## config.mk

```make
export PLATFORM = sky130hd
export DESIGN_NAME = inst_prefetch_queue_flat
export DESIGN_NICKNAME = d
export VERILOG_FILES = /design/src/rtl/inst_prefetch_queue_pkg.sv /design/src/rtl/inst_prefetch_queue_if.sv /design/src/rtl/inst_prefetch_queue_sync_fifo_flush.sv /design/src/rtl/inst_prefetch_queue.sv /design/src/flat_wrapper.sv
export SDC_FILE = /design/constraint.sdc
export NUM_CORES = 1
export LEC_CHECK = 0
export CAP_MARGIN = 5
export CORE_MARGIN = 10
export CORE_UTILIZATION = 50
export DETAILED_ROUTE_END_ITERATION = 10
export PLACE_DENSITY = 0.75
export SETUP_SLACK_MARGIN = 0.15
export SLEW_MARGIN = 20
export SYNTH_ARGS = -nofsm -noshare
export SYNTH_HDL_FRONTEND = slang
export SYNTH_SLANG_ARGS = --single-unit
```

## constraint.sdc

```tcl
create_clock -name CLK -period 9.8 [get_ports CLK]
set_clock_uncertainty 0.15 [all_clocks]
set_input_delay 1.96 -clock CLK [delete_from_list [all_inputs] [get_ports CLK]]
set_output_delay 1.96 -clock CLK [all_outputs]
set_load 0.01 [all_outputs]
```

## src/rtl/inst_prefetch_queue_pkg.sv

```systemverilog
// Shared definitions for the instruction prefetch queue: datapath widths,
// the NOP encoding presented to decode when empty, the default reset PC,
// the layout of a queued entry, and the small helpers used on the fetch path.
package inst_prefetch_queue_pkg;

   localparam int XLEN = 64;
   localparam int ILEN = 32;

   localparam logic [ILEN-1:0] INST_NOP         = 32'h0000_0013;
   localparam logic [XLEN-1:0] DEFAULT_RESET_PC = 64'h0;

   // One queued instruction together with the PC it was fetched from.
   typedef struct packed {
      logic [XLEN-1:0] pc;
      logic [ILEN-1:0] inst;
   } fetch_entry_t;

   // The bus returns a 64-bit beat; the fetch address bit 2 picks the word.
   function automatic logic [ILEN-1:0] selectWord(input logic [XLEN-1:0] rdata,
                                                  input logic            upperHalf);
      return upperHalf ? rdata[63:32] : rdata[31:0];
   endfunction

   // Instructions are word aligned, so the two low address bits are dropped.
   function automatic logic [XLEN-1:0] alignPc(input logic [XLEN-1:0] pc);
      return pc & ~64'h3;
   endfunction

endpackage

```

## src/rtl/inst_prefetch_queue_if.sv

```systemverilog
// Bundle of the fetch-bus, redirect and decode-side signals of the prefetch
// queue. The master side is the prefetch queue itself; the slave side is the
// surrounding arbiter/decode/branch logic (or a testbench).
interface inst_prefetch_queue_if
   import inst_prefetch_queue_pkg::*;
#(
   parameter int DEPTH = 4
) ();

   localparam int CNT_W = $clog2(DEPTH) + 1;

   logic             redirect_valid;
   logic [XLEN-1:0]  redirect_pc;
   logic             HTRANS;
   logic [XLEN-1:0]  HADDR;
   logic             HGRANT;
   logic [XLEN-1:0]  HRDATA;
   logic             inst_valid;
   logic [ILEN-1:0]  inst;
   logic [XLEN-1:0]  inst_pc;
   logic             inst_ready;
   logic [CNT_W-1:0] occupancy;

   modport master (
      input  redirect_valid, redirect_pc, HGRANT, HRDATA, inst_ready,
      output HTRANS, HADDR, inst_valid, inst, inst_pc, occupancy
   );

   modport slave (
      output redirect_valid, redirect_pc, HGRANT, HRDATA, inst_ready,
      input  HTRANS, HADDR, inst_valid, inst, inst_pc, occupancy
   );

endinterface

```

## src/rtl/inst_prefetch_queue_sync_fifo_flush.sv

```systemverilog
// Synchronous FIFO with a single-cycle flush. Full/empty come from the entry
// count; pointers are log2(DEPTH) bits and wrap on their own. Flush wins over
// push and pop in the same cycle. Head data is read straight from storage,
// so it is stable for as long as the head is not popped.
module sync_fifo_flush #(
   parameter  int WIDTH = 8,
   parameter  int DEPTH = 4,
   localparam int PTR_W = $clog2(DEPTH),
   localparam int CNT_W = PTR_W + 1
) (
   input  logic             CLK,
   input  logic             RESET,
   input  logic             push_i,
   input  logic             pop_i,
   input  logic             flush_i,
   input  logic [WIDTH-1:0] wdata_i,
   output logic [WIDTH-1:0] rdata_o,
   output logic [CNT_W-1:0] count_o,
   output logic             full_o,
   output logic             empty_o
);

   localparam logic [PTR_W-1:0] PTR_ONE    = PTR_W'(1);
   localparam logic [CNT_W-1:0] CNT_ONE    = CNT_W'(1);
   localparam logic [CNT_W-1:0] FULL_COUNT = CNT_W'(DEPTH);

   logic [WIDTH-1:0] storage_q [DEPTH];
   logic [PTR_W-1:0] rdPtr_q, rdPtr_d;
   logic [PTR_W-1:0] wrPtr_q, wrPtr_d;
   logic [CNT_W-1:0] count_q, count_d;
   logic             doPush;
   logic             doPop;

   assign full_o  = (count_q == FULL_COUNT);
   assign empty_o = (count_q == '0);
   assign count_o = count_q;
   assign rdata_o = storage_q[rdPtr_q];

   // Requests that would overflow or underflow are dropped, as is anything
   // arriving in a flush cycle.
   assign doPush = push_i && !full_o && !flush_i;
   assign doPop  = pop_i && !empty_o && !flush_i;

   // Next pointer and count values: flush clears, otherwise advance per request.
   always_comb begin
      rdPtr_d = rdPtr_q;
      wrPtr_d = wrPtr_q;
      count_d = count_q;
      if (flush_i) begin
         rdPtr_d = '0;
         wrPtr_d = '0;
         count_d = '0;
      end else begin
         if (doPush) wrPtr_d = wrPtr_q + PTR_ONE;
         if (doPop)  rdPtr_d = rdPtr_q + PTR_ONE;
         case ({doPush, doPop})
            2'b10:   count_d = count_q + CNT_ONE;
            2'b01:   count_d = count_q - CNT_ONE;
            default: count_d = count_q;
         endcase
      end
   end

   // Pointer and count registers, cleared asynchronously by the active-low reset.
   always_ff @(posedge CLK or negedge RESET) begin
      if (!RESET) begin
         rdPtr_q <= '0;
         wrPtr_q <= '0;
         count_q <= '0;
      end else begin
         rdPtr_q <= rdPtr_d;
         wrPtr_q <= wrPtr_d;
         count_q <= count_d;
      end
   end

   // Entry storage; contents are only meaningful where the count says so.
   always_ff @(posedge CLK) begin
      if (doPush) storage_q[wrPtr_q] <= wdata_i;
   end

endmodule

```

## src/rtl/inst_prefetch_queue.sv

```systemverilog
// Instruction prefetch queue. Requests sequential words from the arbiter
// whenever there is room, queues each returned instruction with its PC, and
// hands them to decode over a valid/ready handshake. A redirect empties the
// queue and restarts fetching at the new PC on the following cycle.
module inst_prefetch_queue
   import inst_prefetch_queue_pkg::*;
#(
   parameter int              DEPTH    = 4,
   parameter logic [XLEN-1:0] RESET_PC = DEFAULT_RESET_PC
) (
   input  logic                   CLK,
   input  logic                   RESET,
   inst_prefetch_queue_if.master  bus
);

   localparam int CNT_W = $clog2(DEPTH) + 1;

   logic [XLEN-1:0]  fetchPc_q, fetchPc_d;
   logic             fetchReq;
   logic             doPush;
   logic             doPop;
   logic             fifoFull;
   logic             fifoEmpty;
   logic [CNT_W-1:0] fifoCount;
   fetch_entry_t     pushEntry;
   fetch_entry_t     headEntry;

   // The request depends only on registered state and the redirect input, so
   // decode's ready never reaches the bus.
   assign fetchReq = !fifoFull && !bus.redirect_valid;
   assign doPush   = fetchReq && bus.HGRANT;
   assign doPop    = !fifoEmpty && bus.inst_ready;

   // Capture the granted beat, picking the word that matches the fetch PC.
   always_comb begin
      pushEntry      = '0;
      pushEntry.pc   = fetchPc_q;
      pushEntry.inst = selectWord(bus.HRDATA, fetchPc_q[2]);
   end

   sync_fifo_flush #(
      .WIDTH ($bits(fetch_entry_t)),
      .DEPTH (DEPTH)
   ) u_fifo (
      .CLK     (CLK),
      .RESET   (RESET),
      .push_i  (doPush),
      .pop_i   (doPop),
      .flush_i (bus.redirect_valid),
      .wdata_i (pushEntry),
      .rdata_o (headEntry),
      .count_o (fifoCount),
      .full_o  (fifoFull),
      .empty_o (fifoEmpty)
   );

   // Next fetch PC: a redirect jumps to the aligned target, a granted fetch
   // steps to the next word (wrapping at the top of the address space).
   always_comb begin
      fetchPc_d = fetchPc_q;
      if (bus.redirect_valid) begin
         fetchPc_d = alignPc(bus.redirect_pc);
      end else if (doPush) begin
         fetchPc_d = fetchPc_q + 64'd4;
      end
   end

   // Fetch PC register, returned to the reset PC asynchronously.
   always_ff @(posedge CLK or negedge RESET) begin
      if (!RESET) begin
         fetchPc_q <= RESET_PC;
      end else begin
         fetchPc_q <= fetchPc_d;
      end
   end

   assign bus.HTRANS     = fetchReq;
   assign bus.HADDR      = fetchPc_q;
   assign bus.inst_valid = !fifoEmpty;
   assign bus.inst       = fifoEmpty ? INST_NOP : headEntry.inst;
   assign bus.inst_pc    = fifoEmpty ? '0 : headEntry.pc;
   assign bus.occupancy  = fifoCount;

endmodule

```

## src/flat_wrapper.sv

```systemverilog
// flat-port wrapper written by rule: the top's interface ports become plain ports
module inst_prefetch_queue_flat import inst_prefetch_queue_pkg::*;
#(
   parameter int              DEPTH    = 4,
   parameter logic [XLEN-1:0] RESET_PC = DEFAULT_RESET_PC
)
  (CLK, RESET, bus_redirect_valid, bus_redirect_pc, bus_HGRANT, bus_HRDATA, bus_inst_ready, bus_HTRANS, bus_HADDR, bus_inst_valid, bus_inst, bus_inst_pc, bus_occupancy);
  inst_prefetch_queue_if #(.DEPTH(DEPTH)) bus_i ();
  input  logic CLK;
  input  logic RESET;
  input wire logic [$bits(bus_i.redirect_valid)-1:0] bus_redirect_valid;
  input wire logic [$bits(bus_i.redirect_pc)-1:0] bus_redirect_pc;
  input wire logic [$bits(bus_i.HGRANT)-1:0] bus_HGRANT;
  input wire logic [$bits(bus_i.HRDATA)-1:0] bus_HRDATA;
  input wire logic [$bits(bus_i.inst_ready)-1:0] bus_inst_ready;
  output wire logic [$bits(bus_i.HTRANS)-1:0] bus_HTRANS;
  output wire logic [$bits(bus_i.HADDR)-1:0] bus_HADDR;
  output wire logic [$bits(bus_i.inst_valid)-1:0] bus_inst_valid;
  output wire logic [$bits(bus_i.inst)-1:0] bus_inst;
  output wire logic [$bits(bus_i.inst_pc)-1:0] bus_inst_pc;
  output wire logic [$bits(bus_i.occupancy)-1:0] bus_occupancy;
  assign bus_i.redirect_valid = bus_redirect_valid;
  assign bus_i.redirect_pc = bus_redirect_pc;
  assign bus_i.HGRANT = bus_HGRANT;
  assign bus_i.HRDATA = bus_HRDATA;
  assign bus_i.inst_ready = bus_inst_ready;
  assign bus_HTRANS = bus_i.HTRANS;
  assign bus_HADDR = bus_i.HADDR;
  assign bus_inst_valid = bus_i.inst_valid;
  assign bus_inst = bus_i.inst;
  assign bus_inst_pc = bus_i.inst_pc;
  assign bus_occupancy = bus_i.occupancy;
  inst_prefetch_queue #(.DEPTH(DEPTH), .RESET_PC(RESET_PC)) u_core (.CLK(CLK), .RESET(RESET), .bus(bus_i));
endmodule
```

---- Yosys cells after proc, flatten, opt, wreduce, memory -nomap -nowiden ----
Memories as Yosys holds them, arrays and structs flattened.
Cells that the tools add are included.
operators by class
  add/sub/neg operators ................... 5
  $mul .................................... 0
  div/mod/pow operators ................... 0
  order comparisons ....................... 0
  equal/unequal tests ..................... 3
  shifts and indexed selects .............. 0
  muxes and demuxes ....................... 13
  bitwise logic cells ..................... 0
  reduce and logical (&&, ||, !) cells .... 15
operators by type and width
  cell                                                                number
  64-bit two-way mux                                                  3
  64-bit by 3-bit adder with 64-bit output, second input constant     1
  32-bit two-way mux                                                  2
  2-bit two-way mux                                                   4
  1-bit logical AND                                                   7
  3-bit one-hot mux with 2 select lines                               1
  2-bit nonzero test                                                  3
  2-bit by 1-bit adder with 2-bit output, second input constant       2
  3-bit by 1-bit adder with 3-bit output, second input constant       1
  3-bit == test, second input constant                                1
  1-bit logical NOT                                                   3
  3-bit logical NOT                                                   1
  3-bit two-way mux                                                   1
  3-bit nonzero test                                                  1
  3-bit by 1-bit subtractor with 3-bit output, second input constant  1
  2-bit by 1-bit == test with 1-bit output, second input constant     1
  2-bit == test, second input constant                                1
  1-bit two-way mux                                                   2
word-level totals
  bits in registers ....................... 71
  latch bits .............................. 0
  memory bits (writable) .................. 384
  memory bits (read-only) ................. 0
  word-level logic and storage cells ...... 41
  memories ................................ 1
memories
  memory                   depth  width  rd ports  clocked after memory_dff  wr ports  RTL line                                   RTL
  u_core.u_fifo.storage_q  4      96     1         0                         1         inst_prefetch_queue_sync_fifo_flush.sv:27  logic [WIDTH-1:0] storage_q [DEPTH];

---- Logic depth before layout (Yosys ltp) ----
Gate-level depths: netlist of the first run.
  depth in word-level cells ............... 9
  gate-level depth with buffers ........... 8
  gate-level depth less buffers ........... 7

---- Cells and area by module ----
A second synthesis of the first run with hierarchy kept.
second synthesis, totals
  cell total of the unflattened synthesis .. 1258
  area total of the unflattened synthesis .. 19985.4 µm²
modules (own cells, without submodules)
  module               times used  cells each  area each (µm²)  seq. area each (µm²)
  sync_fifo_flush      1           566         14377.5          11706.2
  inst_prefetch_queue  1           692         5607.9           1551.5

---- Worst setup path before layout of the first run ----
No wires, ideal clock.
  kind .................................... input to register
  from .................................... input bus_redirect_valid
  to ...................................... memory u_core.u_fifo.storage_q[0][0] (netlist bit) (enable)
  setup time .............................. 0.463 ns
  data arrival time ....................... 4.730 ns
  required time ........................... 9.187 ns
  setup slack ............................. 4.456 ns
  stages .................................. 3
  buffers on the path ..................... 1
  path through ............................ clkbuf_1 nor3_1 and2_1
on the way
  longest elaborated chain between the ends .. 7
RTL lines
  item                                         RTL line                                                              RTL
  start, declared                              flat_wrapper.sv:11                                                    input wire logic [$bits(bus_i.redirect_valid)-1:0] bus_redirect_valid;
  1-bit logical NOT (*)                        inst_prefetch_queue_sync_fifo_flush.sv:41, inst_prefetch_queue.sv:30
  1-bit logical AND                            inst_prefetch_queue.sv:30                                             assign fetchReq = !fifoFull && !bus.redirect_valid;
  1-bit logical AND                            inst_prefetch_queue.sv:31                                             assign doPush = fetchReq && bus.HGRANT;
  1-bit logical AND                            inst_prefetch_queue_sync_fifo_flush.sv:41                             assign doPush = push_i && !full_o && !flush_i;
  1-bit logical AND (*)                        inst_prefetch_queue_sync_fifo_flush.sv:41
  1-bit two-way mux (*)                        inst_prefetch_queue_sync_fifo_flush.sv:79                             if (doPush) storage_q[wrPtr_q] <= wdata_i;
  1-bit two-way mux (not written as such) (*)  inst_prefetch_queue_sync_fifo_flush.sv:79
  end, declared                                inst_prefetch_queue_sync_fifo_flush.sv:27
Mark *: on every way between the ends. The rest lies on a longest branch, timed or not.

---- Worst setup path in the final report of the first run ----
  from .................................... register u_core.u_fifo.rdPtr_q[0]
  to ...................................... output bus_inst_pc[26]
on the way
  longest elaborated chain between the ends .. 2
RTL lines
  item                    RTL line                                   RTL
  start, declared         inst_prefetch_queue_sync_fifo_flush.sv:28  logic [PTR_W-1:0] rdPtr_q, rdPtr_d;
  start signal, assigned  inst_prefetch_queue_sync_fifo_flush.sv:71  rdPtr_q <= rdPtr_d;
  memory 4 x 96 bit       --
  64-bit two-way mux      inst_prefetch_queue.sv:81                  assign bus.inst_pc = fifoEmpty ? '0 : headEntry.pc;
  end, declared           flat_wrapper.sv:20                         output wire logic [$bits(bus_i.inst_pc)-1:0] bus_inst_pc;
No other way between the ends.

==> impl_metrics.json, run 1 <==
{
  "status": "finished, final reports clean",
  "p_seq_share_pct": 42.1,
  "fmax_mhz": 172,
  "endpoint_kind": "primary output",
  "place_congestion": 0.826,
  "holdWs_ps": 443,
  "cts_tree": "done",
  "area_growth_pct": 22.9,
  "worstRegToRegCells": 6,
  "dr_total_vias": 10983,
  "n_fill_cell": 2821,
  "postCtsHoldBufs": 0,
  "die_h_microns": 215,
  "async_flop_share_pct": 15.5,
  "ys_ff_latch": 445,
  "final-setup-viol-count": 0,
  "hold_end": "u_core.u_fifo.storage_q[3][95]",
  "slew-limit-headroom_pct": 26.6,
  "yosysSeqAreaShare_pct": 68.2,
  "peakVddDrop_v": 0.000149,
  "clk_pin_slew_ps": 60,
  "rrSetupSlack_ps": 5670,
  "drtIter0Drc": 769,
  "first_pass_iters": 5,
  "htree_levels": 2,
  "p_comb_share_pct": 29.0,
  "fin_crit_sh_pct": 59.2,
  "final_nets": 1547,
  "clkPwrFrac_pct": 28.9,
  "crit-reg2reg-launch": "u_core.bus.HADDR[2]",
  "drc": 0,
  "startpoint_type": "flop",
  "powerDensity_nw_per_um2": 242,
  "fin_tns_setup_ps": 0,
  "regArea_sq_um": 13000,
  "cp.required_ps": 7690,
  "die_area_sq_um": 46400,
  "pin_count": 298,
  "synth_ff_type": "edfxtp_1",
  "p_leak_nw": 7.65,
  "p_sw_share_pct": 28.4,
  "path_class": "reg -> out",
  "intPower_w": 0.00407,
  "antenna_found_initial": 2,
  "grt_pass1_vias": 11641,
  "cts_resized": 0,
  "slew_violations": 0,
  "cts_setup_buffers": 0,
  "grt-ovfl-total": 0,
  "std_cell_rows": 71,
  "rsz0062_at_grt": "no",
  "multi_input_area_sq_um": 5340,
  "hold_viol": 0,
  "grt_max_degree": 90,
  "drv_cap": 0,
  "core-area_sq_um": 37700,
  "root_buffer": "clkbuf_16",
  "crit_path_max_incr_delay_ps": 1060,
  "cp_slowest_cell": "dfrtp_4",
  "final_cell_mix": "edfxtp_1 (376), clkdlybuf4s50_1 (289), mux4_2 (94)",
  "reg2reg_to": "u_core.bus.HADDR[51]",
  "dpl.hpwl_microns": 30100,
  "synth_edf_count": 376,
  "port_buffers": 291,
  "drt-total-wl_microns": 46700,
  "min_period_ps": 5800,
  "grt_pass1_wl_microns": 71600,
  "clock_latency_ps": 550,
  "post_drt_via_cell_ratio": 5.61,
  "drtAntennaViolNets": 0,
  "synth.avg_cell_area_sq_um": 16.2,
  "cts_buffer_depth": 3,
  "crit_chain": "buf_6 > mux4_2 > nor2b_1 > clkdlybuf4s50_1",
  "hp-class": "reg -> reg",
  "final_layout_size_suffix_gt1_share_pct": 15.6,
  "synth_top_area_share_pct": 59.2,
  "cts_made_buffers": 45,
  "yosysUniqueCellTypes": 53,
  "final_common_cell": "edfxtp_1",
  "start_util_pct": 50.7,
  "syn_area_sq_um": 19100,
  "tightest_slew_ps": 1100,
  "cp.arrival_ps": 3690,
  "synth_top_cell_by_area": "edfxtp_1",
  "power_switching_w": 0.00161,
  "netlist_instances": 1179,
  "wl_per_cell_microns": 23.9,
  "utilization_pct": 62.3,
  "die_w_microns": 215,
  "synth_warnings": 0,
  "grt_usage_pct": 19.9,
  "crit_fanout": 50,
  "netlist_top_cells_area": "edfxtp_1 (59%), mux4_2 (11%), dfrtp_1 (9.0%)",
  "numClockSinks": 445,
  "hold_depth": 0,
  "worstHoldStart": "u_core.bus.HADDR[63]"
}
critical path, delay by kind of cell, from the launching register on:
family | cells | cell delay [ps]
AND/OR/NAND/NOR | 1 | 190
multiplexers | 1 | 590
buffers and inverters | 2 | 1240
flip-flops | 1 | 1060
synth_stat cells (5+ instances only):
master    instances
a21oi_1           5
nor3_1           15
nor2b_1          91
inv_1            13
dfrtp_1          69
or4_1             9
nor4_1           17
o21ai_0          39
nand2_1          92
edfxtp_1        376
xor2_1           23
ha_1              5
mux4_2           94
buf_1             7
nor2_1           33
buf_4            66
xnor2_1          24
or2_2             5
and3_1            7
clkbuf_1         48
nand3_1          32
o211ai_1          8
mux2_2           38
and4_1            5
nand4_1          14
metal layers:
metal | part of all wire, % | up-vias | track usage [%]
li1 | - | 4911 | -
met1 | 42 | 5564 | 26.5
met2 | 48 | 433 | 31.8
met3 | 7.8 | 73 | 5.37
met4 | 2.2 | 2 | 5.52
met5 | 0.036 | - | 0
area by class of cell:
class | instances | share of cell area (%)
antenna | 1 | 0.0107
sequential | 445 | 55.5
multi-input combinational | 602 | 22.8
clock inverter | 20 | 0.698
tap | 511 | 2.72
inverter | 13 | 0.208
timing repair buffer | 301 | 12.7
clock buffer | 64 | 5.37
worst max-delay path by stage:
stage / from / endpoint
floorplan: bus_redirect_valid / u_core.u_fifo.storage_q[0][0]
global placement: u_core.u_fifo.rdPtr_q[0] / bus_inst_pc[29]
detailed placement: u_core.u_fifo.rdPtr_q[0] / bus_inst_pc[30]
CTS: u_core.u_fifo.rdPtr_q[0] / bus_inst_pc[30]
global route: u_core.u_fifo.rdPtr_q[0] / bus_inst_pc[30]
finish: u_core.u_fifo.rdPtr_q[0] / bus_inst_pc[26]
through the flow:
step                      area [sq um]  setup slack, ps  total power [W]  std cells
final                            23500             4000          0.00568       1957
after global routing             23500             3670          0.00594       1956
after CTS                        23500             3550          0.00576       1956
after detailed placement         22000             4150          0.00412       1872
after global placement           22000             4160          0.00409       1872
after floorplan                  19100             4460          0.00328       1182
power by group through the flow:
stage	Sequential (W)	Combinational, W	Clock, W
final	0.00239	0.00165	0.00164
after global routing	0.00242	0.00176	0.00176
after CTS	0.00240	0.00169	0.00168
after detailed placement	0.00244	0.00168	0
after global placement	0.00243	0.00167	0
after floorplan	0.00233	0.000952	0
registers in the layout, summed over array words and instances (netlist names):
signal,cells
u_core.u_fifo.wrPtr_q,2
u_core.u_fifo.storage_q,376
u_core.u_fifo.rdPtr_q,2
u_core.bus.HADDR,62
u_core.u_fifo.count_o,3
kinds of logic (layout without fill, tap and decap cells):
group / after synthesis / after routing / synth area share, %
xor gates and xnor gates: 47 / 47 / 2.16
DFF: 445 / 445 / 68.2
buffers and inverters: 135 / 398 / 3.96
AOI/OAI and AO/OA: 75 / 75 / 2.44
other: 1 / 5 / 0.0196
muxes: 134 / 134 / 13.4
and+or+nand+nor: 336 / 336 / 9.35
adders and majority gates: 6 / 6 / 0.433
(Power assumes the default switching activity.)
==> inputs of run 2 (changes only) <==
CORE_UTILIZATION = 49   (was 50)
PLACE_DENSITY = 0.77   (was 0.75)
clock period = 5.16 ns   (was 9.8 ns; I/O delays follow)
==> run 2 against run 1 <==
Combinational power up 100%. Global-route usage up 0.31 points. Critical path depth unchanged. First-iteration DRC count up 4.4%. Core utilization down 0.45 points. Non-clock buffer count up 15. Count of clock-buffer cells in the layout up 1. Design area up 1.6%. Register-to-register slack worse by 3800 ps. Largest cell class unchanged. Routed wire length up 3.8%. Cell count up 1.1%. Hold slack worse by 82 ps. Critical path type unchanged.
==> impl_metrics.json, run 2 (synthesized netlist as in run 1, its figures left out) <==
{
  "final_layout_size_suffix_gt1_share_pct": 17.1,
  "port_buffers": 291,
  "startpoint_type": "flop",
  "endpoint_kind": "primary output",
  "dpl.hpwl_microns": 31400,
  "place_inst": 1894,
  "drtAntennaViolNets": 0,
  "cp_slowest_cell": "dfrtp_4",
  "final_nets": 1563,
  "root_buffer": "clkbuf_16",
  "grt_pass1_wl_microns": 73400,
  "clk_pin_slew_ps": 60,
  "cp.arrival_ps": 3090,
  "crit_path_max_incr_delay_ps": 890,
  "post_drt_via_cell_ratio": 5.69,
  "grt-ovfl-total": 0,
  "path_class": "reg -> out",
  "drc": 0,
  "drt-total-wl_microns": 48400,
  "slew_violations": 0,
  "peakVddDrop_v": 0.000417,
  "place_congestion": 0.829,
  "numClockSinks": 445,
  "cp.required_ps": 3980,
  "grt_pass1_vias": 11800,
  "gr-usage-met2_pct": 33.4,
  "p_leak_nw": 7.83,
  "slew-limit-headroom_pct": 41.2,
  "start_util_pct": 49.5,
  "min_period_ps": 4270,
  "crit_chain": "buf_4 > mux4_2 > nor2b_1 > clkdlybuf4s50_1",
  "clock_latency_ps": 560,
  "cts_setup_buffers": 0,
  "final-setup-viol-count": 0,
  "core-area_sq_um": 38600,
  "fmax_mhz": 234,
  "final_cell_mix": "edfxtp_1 (376), clkdlybuf4s50_1 (289), mux4_2 (94)",
  "grt_max_degree": 96,
  "std_cell_rows": 72,
  "powerDensity_nw_per_um2": 468,
  "fin_tns_setup_ps": 0,
  "cts_buffer_depth": 3,
  "pin_count": 298,
  "wl_per_cell_microns": 24.5,
  "multi_input_area_sq_um": 5340,
  "fin_crit_sh_pct": 82.7,
  "grt_usage_pct": 20.2,
  "worstRegToRegCells": 6,
  "cts_made_buffers": 46,
  "rsz0062_at_grt": "no",
  "hp-class": "in -> async",
  "htree_levels": 2,
  "grtUsageMet3_pct": 5.12,
  "postCtsHoldBufs": 0,
  "regArea_sq_um": 13000,
  "first_pass_iters": 5,
  "status": "finished, final reports clean",
  "drtIter0Drc": 803,
  "die_area_sq_um": 47200,
  "final_cells": 1979,
  "hold_viol": 0,
  "tightest_slew_ps": 874,
  "antenna_found_initial": 2,
  "dr_total_vias": 11254,
  "area_growth_pct": 24.9,
  "final_common_cell": "edfxtp_1",
  "n_fill_cell": 2875,
  "cts_tree": "done",
  "crit_fanout": 31,
  "die_h_microns": 217,
  "drv_cap": 0,
  "die_w_microns": 217,
  "cts_resized": 0,
  "grt-busiest-layer": "met2",
  "grtUsageMet1_pct": 26.0,
  "largest_register": "u_core.u_fifo.storage_q",
  "largest_reg_flops": 376
}
==> run 2: routing by layer <==
metal / share of wire (%) / wire length [microns] / vias up
li1: - / - / 4938
met1: 40 / 19600 / 5759
met2: 49 / 23900 / 465
met3: 7.7 / 3730 / 90
met4: 2.4 / 1180 / 2
met5: 0.019 / 9 / -
==> run 2: metrics by stage <==
step           utilization (%)  setup WS, ps  total power, W  cell area (sq um)  hold WS (ps)
2_1_floorplan                -           744         0.00623              19100           346
3_3_place_gp              57.8          1400         0.00787              22300           406
3_5_place_dp              57.8          1340         0.00791              22300           419
4_1_cts                   61.8           825          0.0113              23800           365
5_1_grt                   61.8           749          0.0116              23800           395
6_report                  61.9           892          0.0112              23800           361
==> run 2: report_power, final <==
part	switching (W)	internal, W	leakage (nW)	total [W]
clock network	0.00135	0.00202	0.760	0.00337
logic	0.00153	0.00177	2.80	0.00330
registers	0.000278	0.00421	4.27	0.00449
==> run 2: cell type report <==
| cell class | instances | area share [%] |
|---|---|---|
| clock inverter | 19 | 0.850 |
| clock buffer | 65 | 5.65 |
| sequential | 445 | 54.6 |
| antenna | 1 | 0.0105 |
| multi-input combinational | 602 | 22.4 |
| timing repair buffer | 316 | 13.6 |
| inverter | 13 | 0.205 |
| tap | 518 | 2.72 |
==> run 2: path summary, 6_finish.rpt <==
path	slack [ps]	start	end
setup reg to reg	1910	u_core.bus.HADDR[15]	u_core.bus.HADDR[42]
hold reg to reg	440	u_core.u_fifo.wrPtr_q[1]	u_core.u_fifo.wrPtr_q[1]
hold / removal	360	RESET	u_core.bus.HADDR[36]
min in group CLK	440	u_core.u_fifo.wrPtr_q[1]	u_core.u_fifo.wrPtr_q[1]
max in group asynchronous	3650	RESET	u_core.bus.HADDR[2]
setup / recovery	890	u_core.u_fifo.rdPtr_q[0]	bus_inst_pc[56]
==> run 2: worst max-delay path, delay by kind of cell, from the launching register on <==
kind | cells | cell delay, ps
buffers and inverters | 2 | 920
AND/OR/NAND/NOR | 1 | 150
flip-flops | 1 | 890
multiplexers | 1 | 540
==> inputs of run 3 (changes only) <==
clock period = 3.7 ns   (was 5.16 ns; I/O delays follow)
==> run 3 against run 2 <==
Flip-flop and latch count did not move. Hold slack worse by 180 ps. Power up 41%. Critical endpoint is now bus_inst_pc[30]. Largest power group unchanged. Highest routed layer is now met4.
==> impl_metrics.json, run 3 (synthesized netlist as in run 1, its figures left out) <==
{
  "min_period_ps": 3470,
  "drtIter0Drc": 1024,
  "n_fill_cell": 2793,
  "dr_total_vias": 11344,
  "cts_buffer_depth": 3,
  "place_area_sq_um": 22500,
  "p_comb_share_pct": 30.8,
  "cts_tree": "done",
  "place_congestion": 0.853,
  "grt-busiest-layer": "met2",
  "powerDensity_nw_per_um2": 651,
  "p_seq_share_pct": 39.1,
  "drc": 0,
  "htree_levels": 2,
  "numClockSinks": 445,
  "cp.arrival_ps": 2580,
  "post_drt_via_cell_ratio": 5.67,
  "gr-usage-met2_pct": 33.2,
  "pin_count": 298,
  "largest_reg_flops": 376,
  "port_buffers": 291,
  "holdWs_ps": 182,
  "hp-class": "in -> async",
  "crit_fanout": 17,
  "drt-total-wl_microns": 48900,
  "regArea_sq_um": 13000,
  "p_leak_nw": 8.02,
  "final_layout_size_suffix_gt1_share_pct": 18.4,
  "fin_area_sq_um": 24200,
  "hold_viol": 0,
  "grt_max_degree": 78,
  "wl_per_cell_microns": 24.5,
  "path_class": "reg -> out",
  "fin_tns_setup_ps": 0,
  "grt_pass1_wl_microns": 73800,
  "tightest_slew_ps": 988,
  "clk_pin_slew_ps": 60,
  "grtUsageMet3_pct": 6.41,
  "grt_pass1_vias": 11753,
  "utilization_pct": 62.6,
  "die_area_sq_um": 47200,
  "p_sw_share_pct": 28.0,
  "peakVddDrop_v": 0.000367,
  "intPower_w": 0.0113,
  "grtUsageMet1_pct": 26.1,
  "std_cell_rows": 72,
  "multi_input_area_sq_um": 5340,
  "fmax_mhz": 288,
  "cts_made_buffers": 46,
  "final_cell_mix": "edfxtp_1 (376), clkdlybuf4s50_1 (286), mux4_2 (94)",
  "slew_violations": 0,
  "die_w_microns": 217,
  "drv_cap": 0,
  "crit_path_max_incr_delay_ps": 600,
  "largest_register": "u_core.u_fifo.storage_q",
  "core-area_sq_um": 38600,
  "die_h_microns": 217,
  "antenna_found_initial": 1,
  "final_nets": 1583,
  "clock_latency_ps": 560,
  "first_pass_iters": 7,
  "final_common_cell": "edfxtp_1",
  "cp_slowest_cell": "clkdlybuf4s50_1",
  "grt-ovfl-total": 0,
  "status": "finished, final reports clean",
  "final-setup-viol-count": 0,
  "endpoint_kind": "primary output",
  "power_switching_w": 0.00441,
  "drtAntennaViolNets": 0,
  "start_util_pct": 49.5,
  "dpl.hpwl_microns": 31900,
  "clkPwrFrac_pct": 30.1,
  "fin_crit_sh_pct": 93.8,
  "grt_usage_pct": 20.5,
  "startpoint_type": "flop",
  "rsz0062_at_grt": "yes",
  "slew-limit-headroom_pct": 34.2,
  "cp.required_ps": 2810,
  "crit_chain": "buf_4 > buf_12 > mux4_2 > nor2b_1 > clkdlybuf4s50_1",
  "root_buffer": "clkbuf_16",
  "area_growth_pct": 26.6
}
==> run 3: per-layer routing <==
metal,vias to the layer above,wire (microns)
li1,4978,-
met1,5799,19700
met3,83,4240
met2,484,23800
met5,-,0
met4,0,1160
==> run 3: what timing repair did <==
item,in CTS,in global routing
buffers inserted,6,1
hold buffers,0,0
setup endpoints to repair,86,10
gates resized for setup,0,3
==> run 3: final timing paths <==
check	start	end	slack (ps)	cells after the start
worst max-delay path	u_core.u_fifo.rdPtr_q[0]	bus_inst_pc[30]	230	5
worst min-delay path	RESET	u_core.bus.HADDR[35]	180	1
worst max register to register	u_core.bus.HADDR[3]	u_core.bus.HADDR[54]	500	7
worst min register to register	u_core.u_fifo.wrPtr_q[1]	u_core.u_fifo.wrPtr_q[1]	430	2
max in group asynchronous	RESET	u_core.u_fifo.rdPtr_q[1]	2460	1
min in group CLK	u_core.u_fifo.wrPtr_q[1]	u_core.u_fifo.wrPtr_q[1]	430	2
==> run 3: critical path: cells and delay by family, from the launching register on <==
family	cells	cell delay, ps
buffers and inverters	3	940
DFF	1	480
muxes	1	330
and+or+nand+nor	1	260
==> run 3: stage by stage <==
stage	worst slack, ps	std cells	total power, W
2_1_floorplan	600	1182	0.00867
3_3_place_gp	425	1907	0.0110
3_5_place_dp	334	1907	0.0111
4_1_cts	158	1997	0.0159
5_1_grt	130	1998	0.0164
6_report	230	2000	0.0157
==> run 3: layout make-up <==
class	count	area share, %
clock inverters	24	1.04
repair buffers	336	14.6
diodes	2	0.0207
well taps	518	2.68
inverters	13	0.202
flip-flops and latches	445	53.9
multi-input cells	602	22.1
clock buffers	60	5.46
==> run 3: power by group through the flow <==
stage          Clock (W)  Combinational (W)  Sequential (W)
5_1_grt          0.00503            0.00518         0.00619
4_1_cts          0.00482            0.00495         0.00615
3_5_place_dp           0            0.00475         0.00633
2_1_floorplan          0            0.00252         0.00615
6_report         0.00473            0.00485         0.00615
3_3_place_gp           0            0.00472         0.00630
